### src/rtl/interrupt_sequencer.sv
// Multi-source interrupt entry sequencer: edge-latched requests, fixed-priority selection,
// pipeline drain, stacking of resume PC and flags, and redirect of fetch to a per-source vector.
module interrupt_sequencer #(
  parameter int unsigned NUM_IRQ      = 4,
  parameter int unsigned PC_WIDTH     = 32,
  parameter int unsigned FLAG_WIDTH   = 3,
  parameter int unsigned DRAIN_CYCLES = 3,
  parameter int unsigned VEC_BASE     = 0,
  parameter int unsigned VEC_STRIDE   = 2,
  localparam int unsigned IdW         = (NUM_IRQ > 1) ? $clog2(NUM_IRQ) : 1
) (
  input  logic                  clk,
  input  logic                  rst,
  input  logic [NUM_IRQ-1:0]    irq,
  input  logic                  mask_we,
  input  logic [NUM_IRQ-1:0]    mask_wdata,
  input  logic [PC_WIDTH-1:0]   resume_pc,
  input  logic [FLAG_WIDTH-1:0] flags,
  input  logic                  branch_in_flight,
  input  logic                  push_ack,
  input  logic                  rti_done,
  output logic                  fetch_stall,
  output logic                  flush_decode,
  output logic                  push_valid,
  output logic [15:0]           push_data,
  output logic                  pc_load,
  output logic [PC_WIDTH-1:0]   pc_vector,
  output logic                  irq_active,
  output logic [IdW-1:0]        irq_id
);

  localparam int unsigned NumPc    = PC_WIDTH / 16;
  localparam int unsigned NumWords = NumPc + 1;
  localparam int unsigned WordW    = $clog2(NumWords);

  typedef enum logic [2:0] {StIdle, StDrain, StPush, StVector, StService} state_e;

  state_e                state_q, state_d;
  logic [NUM_IRQ-1:0]    pending_q, pending_d;
  logic [NUM_IRQ-1:0]    mask_q, mask_d;
  logic [NUM_IRQ-1:0]    irq_prev_q;
  logic [IdW-1:0]        id_q, id_d;
  logic [3:0]            cnt_q, cnt_d;
  logic [WordW-1:0]      word_q, word_d;
  logic [PC_WIDTH-1:0]   pc_q, pc_d;
  logic [FLAG_WIDTH-1:0] flags_q, flags_d;

  logic fetch_stall_q, fetch_stall_d;
  logic flush_decode_q, flush_decode_d;
  logic push_valid_q, push_valid_d;
  logic pc_load_q, pc_load_d;
  logic irq_active_q, irq_active_d;

  logic [NUM_IRQ-1:0] eligible;
  logic [NUM_IRQ-1:0] clr;
  logic [IdW-1:0]     winner;

  // Lowest set index wins: scan downwards so the last hit is the highest priority.
  always_comb begin
    eligible = pending_q & mask_q;
    winner   = '0;
    for (int i = int'(NUM_IRQ) - 1; i >= 0; i--) begin
      if (eligible[i]) winner = IdW'(i);
    end
  end

  always_comb begin
    state_d = state_q;
    id_d    = id_q;
    cnt_d   = cnt_q;
    word_d  = word_q;
    pc_d    = pc_q;
    flags_d = flags_q;
    clr     = '0;

    unique case (state_q)
      StIdle: begin
        if (|eligible && !branch_in_flight) begin
          state_d     = StDrain;
          id_d        = winner;
          clr[winner] = 1'b1;
          cnt_d       = 4'(DRAIN_CYCLES - 1);
        end
      end
      StDrain: begin
        if (cnt_q == 4'd0) begin
          pc_d    = resume_pc;
          flags_d = flags;
          word_d  = '0;
          state_d = StPush;
        end else begin
          cnt_d = cnt_q - 4'd1;
        end
      end
      StPush: begin
        if (push_ack) begin
          if (word_q == WordW'(NumWords - 1)) state_d = StVector;
          else                                word_d  = word_q + WordW'(1);
        end
      end
      StVector:  state_d = StService;
      StService: if (rti_done) state_d = StIdle;
      default:   state_d = StIdle;
    endcase

    // A new edge on a bit being cleared this cycle keeps it pending.
    pending_d = (pending_q & ~clr) | (irq & ~irq_prev_q);
    mask_d    = mask_we ? mask_wdata : mask_q;

    fetch_stall_d  = (state_d == StDrain) || (state_d == StPush);
    flush_decode_d = (state_d == StDrain);
    push_valid_d   = (state_d == StPush);
    pc_load_d      = (state_d == StVector);
    irq_active_d   = (state_d == StService);
  end

  always_ff @(posedge clk or posedge rst) begin
    if (rst) begin
      state_q        <= StIdle;
      pending_q      <= '0;
      mask_q         <= '1;
      irq_prev_q     <= '0;
      id_q           <= '0;
      cnt_q          <= '0;
      word_q         <= '0;
      pc_q           <= '0;
      flags_q        <= '0;
      fetch_stall_q  <= 1'b0;
      flush_decode_q <= 1'b0;
      push_valid_q   <= 1'b0;
      pc_load_q      <= 1'b0;
      irq_active_q   <= 1'b0;
    end else begin
      state_q        <= state_d;
      pending_q      <= pending_d;
      mask_q         <= mask_d;
      irq_prev_q     <= irq;
      id_q           <= id_d;
      cnt_q          <= cnt_d;
      word_q         <= word_d;
      pc_q           <= pc_d;
      flags_q        <= flags_d;
      fetch_stall_q  <= fetch_stall_d;
      flush_decode_q <= flush_decode_d;
      push_valid_q   <= push_valid_d;
      pc_load_q      <= pc_load_d;
      irq_active_q   <= irq_active_d;
    end
  end

  // PC words go out most-significant first, followed by the zero-extended flags word.
  logic [15:0] pc_word;
  always_comb begin
    pc_word = '0;
    for (int i = 0; i < int'(NumPc); i++) begin
      if (word_q == WordW'(i)) pc_word = pc_q[(int'(NumPc) - 1 - i) * 16 +: 16];
    end
    if (!push_valid_q)                   push_data = '0;
    else if (word_q == WordW'(NumPc))    push_data = 16'(flags_q);
    else                                 push_data = pc_word;
  end

  logic [PC_WIDTH-1:0] vec_addr;
  assign vec_addr  = PC_WIDTH'(VEC_BASE) + PC_WIDTH'(id_q) * PC_WIDTH'(VEC_STRIDE);
  assign pc_vector = pc_load_q ? vec_addr : '0;

  assign fetch_stall  = fetch_stall_q;
  assign flush_decode = flush_decode_q;
  assign push_valid   = push_valid_q;
  assign pc_load      = pc_load_q;
  assign irq_active   = irq_active_q;
  assign irq_id       = id_q;

endmodule

### config.mk
export PLATFORM = sky130hd
export DESIGN_NAME = interrupt_sequencer
export DESIGN_NICKNAME = d
export VERILOG_FILES = /design/src/rtl/interrupt_sequencer.sv
export SDC_FILE = /design/constraint.sdc
export NUM_CORES = 1
export LEC_CHECK = 0
export CORE_ASPECT_RATIO = 0.6
export CORE_MARGIN = 2
export CORE_UTILIZATION = 50
export CTS_CLUSTER_SIZE = 16
export DETAILED_ROUTE_END_ITERATION = 16
export PLACE_DENSITY = 0.95
export SYNTH_ARGS = -nofsm -noshare
export SYNTH_HDL_FRONTEND = slang
export SYNTH_SLANG_ARGS = --single-unit
### constraint.sdc
create_clock -name clk -period 5 [get_ports clk]
set_input_delay 1 -clock clk [delete_from_list [all_inputs] [get_ports clk]]
set_output_delay 1 -clock clk [all_outputs]
set_load 0.05 [all_outputs]
==> results.json <==
{
  "hp-class": "reg2reg",
  "synth-edff-count": 0,
  "ys_types": 42,
  "worstPathArrival_ns": 2.87,
  "antenna_found_initial": 0,
  "leakagePower_nw": 1.89,
  "syn_to_final_growth_pct": 26.5,
  "dieArea_mm2": 0.00716,
  "fmax_mhz": 258,
  "grt_pass1_wl_um": 11100,
  "drc": 0,
  "cts_root_buf": "clkbuf_8",
  "ant_nets": 0,
  "slowest_stage": "clkdlybuf4s50_1",
  "ys_ff_latch": 63,
  "track_usage_pct": 20.6,
  "cts_resized": 0,
  "cts_buffers": 9,
  "cp-start-kind": "register",
  "cp_cell_sequence": "inv_1 -> ha_1 -> nand2_1 -> o211ai_1 -> o211a_1 -> clkdlybuf4s50_1",
  "dp_hpwl_um": 4930,
  "clkPwrFrac_pct": 17.6,
  "firstDrtPassIters": 4,
  "antennaDiodeCount": 0,
  "avgSynthCellArea_um2": 12.0,
  "drive_gt1_share_pct": 18.3,
  "wl_um": 6960,
  "yosysWarningCount": 0,
  "max_slew_margin_pct": 35.1,
  "path_clk_slew_ns": 0.07,
  "power_switching_share_pct": 38.7,
  "cts_hold_buf": 0,
  "dpl_cell_area_mm2": 0.00391,
  "netlist_instances": 271,
  "drt-initial-drc-count": 114,
  "vias": 2245,
  "die_h_um": 66.4,
  "reg2reg_slack_ns": 2.60,
  "detail_route.wl_per_cell_um": 16.0,
  "layout_commonest_cell": "clkdlybuf4s50_1",
  "cp_max_fo": 32,
  "worstSkewPairLatency_ns": 0.33,
  "rsz0062_at_grt": "false",
  "via_per_inst": 5.17,
  "gp_congestion": 0.855,
  "post-route-period-util_pct": 77.5,
  "final_cell_mix": "clkdlybuf4s50_1 (73), dfrtp_1 (59), mux2_4 (30), conb_1 (30), nand2_1 (25)",
  "cts_tree": "done",
  "grt_max_degree": 64,
  "synth_seq_area_share_pct": 48.8,
  "worstSetupPathType": "reg2out",
  "max_stage_delay_ns": 0.81,
  "cp_num_buf_inv": 2,
  "finalHoldWorstSlack_ns": 0.510,
  "io_pins": 104,
  "seq_power_share_pct": 35.9,
  "worst_pin_slew_ns": 0.973,
  "finalSetupTns_ns": 0,
  "coreArea_mm2": 0.00619,
  "layout_min_cycle_time_ns": 3.87,
  "cts_setup_buffers": 0,
  "power_density_mw_per_mm2": 599,
  "num-nets-final": 399,
  "ir_drop_uv": 251,
  "cts_buffer_depth": 2,
  "slew_viol_final": 0,
  "overflow": 0,
  "endpoint_kind": "primary output",
  "rows": 22,
  "htree_levels": 3,
  "cap_violations": 0,
  "status": "complete, no violations",
  "cp.required_ns": 4.00,
  "fin_area_mm2": 0.00410,
  "numPortBuffers": 73,
  "syn_area_mm2": 0.00324,
  "final_hold_viol_count": 0,
  "crit_family": "buffers and inverters",
  "switching_power_mw": 0.951,
  "utilization_pct": 66.2,
  "start_util_pct": 52.3,
  "grt_pass1_vias": 2225,
  "cts.sinks": 63,
  "finClkSkew_ns": 0.0110,
  "synthArstFlopShare_pct": 100,
  "setup_viol": 0,
  "p_int_mw": 1.51,
  "synth_flop_cell": "dfrtp_1",
  "die_w_um": 108,
  "power_frac_comb_pct": 46.5
}
[routing by layer]
layer | track usage (%) | wire (um) | vias up
met5 | 0 | 0 | -
met4 | 6.89 | 117 | 0
met3 | 6.21 | 372 | 12
met2 | 30.4 | 3180 | 70
met1 | 29.0 | 3290 | 1127
li1 | - | - | 1036
[final timing paths]
check,from,endpoint,depth (start not counted)
max,word_q[1],push_data[1],6
min,pc_q[3],pc_q[3],1
max reg2reg,cnt_q[0],pc_q[18],5
min reg2reg,pc_q[3],pc_q[3],1
max in group asynchronous,rst,pc_q[31],3
min in group asynchronous,rst,irq_active,3
[stage by stage]
step | cells | power (mW) | worst slack (ns)
2_1_floorplan | 300 | 1.76 | 2.02
3_3_place_gp | 418 | 1.97 | 1.59
3_5_place_dp | 418 | 2.02 | 1.50
4_1_cts | 434 | 2.47 | 1.11
5_1_grt | 434 | 2.61 | 0.892
6_report | 434 | 2.46 | 1.13
[power by group through the flow]
stage	clock [mW]	sequential (mW)	combinational [mW]
global placement	0	0.874	1.10
finish	0.433	0.882	1.14
floorplan	0	0.908	0.850
detailed placement	0	0.883	1.14
CTS	0.443	0.877	1.15
global route	0.467	0.906	1.24
[state kept, by name, summed over array words and instances, names as in the netlist]
| register | cells |
|---|---|
| state_q | 3 |
| pending_q | 4 |
| push_valid | 1 |
| flags_q | 3 |
| pc_q | 32 |
| irq_prev_q | 4 |
| word_q | 2 |
| irq_id | 2 |
| mask_q | 4 |
| pc_load | 1 |
| irq_active | 1 |
| flush_decode | 1 |
| fetch_stall | 1 |
| cnt_q | 4 |
[Yosys cell counts (2+ instances only)]
| cell type | instances | area (um2) |
|---|---|---|
| and2_1 | 2 | 12.5 |
| inv_1 | 12 | 45.0 |
| or3b_2 | 2 | 17.5 |
| nand3_1 | 3 | 15.0 |
| clkbuf_1 | 6 | 22.5 |
| a22oi_1 | 2 | 15.0 |
| nand2_1 | 25 | 93.8 |
| mux2_2 | 9 | 101 |
| mux2_4 | 30 | 450 |
| nand4_1 | 3 | 18.8 |
| nand3b_1 | 13 | 97.6 |
| dfrtp_1 | 59 | 1480 |
| o21ai_0 | 4 | 20.0 |
| nor2_1 | 4 | 15.0 |
| ha_1 | 5 | 62.6 |
| buf_4 | 30 | 225 |
| a32o_1 | 2 | 20.0 |
| dfstp_2 | 4 | 105 |
| a21o_1 | 3 | 22.5 |
| buf_6 | 3 | 33.8 |
| o211a_1 | 3 | 30.0 |
| o211ai_1 | 6 | 45.0 |
| a22o_1 | 6 | 52.6 |
| a21oi_1 | 17 | 85.1 |
[layout make-up]
class | count | area [um2]
Fill cell | 469 | 2090
Sequential cell | 63 | 1580
Multi-Input combinational cell | 184 | 1430
Timing Repair Buffer | 74 | 738
Clock buffer | 13 | 149
Tap cell | 84 | 105
Inverter | 13 | 48.8
Clock inverter | 3 | 45.0
[cells by family (layout without fill, tap and decap cells)]
group / count (synthesis) / in the layout / synth area share, %
buf+inv: 53 / 103 / 10.3
mux: 39 / 39 / 17.0
flops: 63 / 63 / 48.8
simple gates: 61 / 61 / 11.4
other cells: 1 / 30 / 0.116
fa+ha+maj: 5 / 5 / 1.93
compound gates: 49 / 49 / 10.4
(Power assumes the default switching activity.)
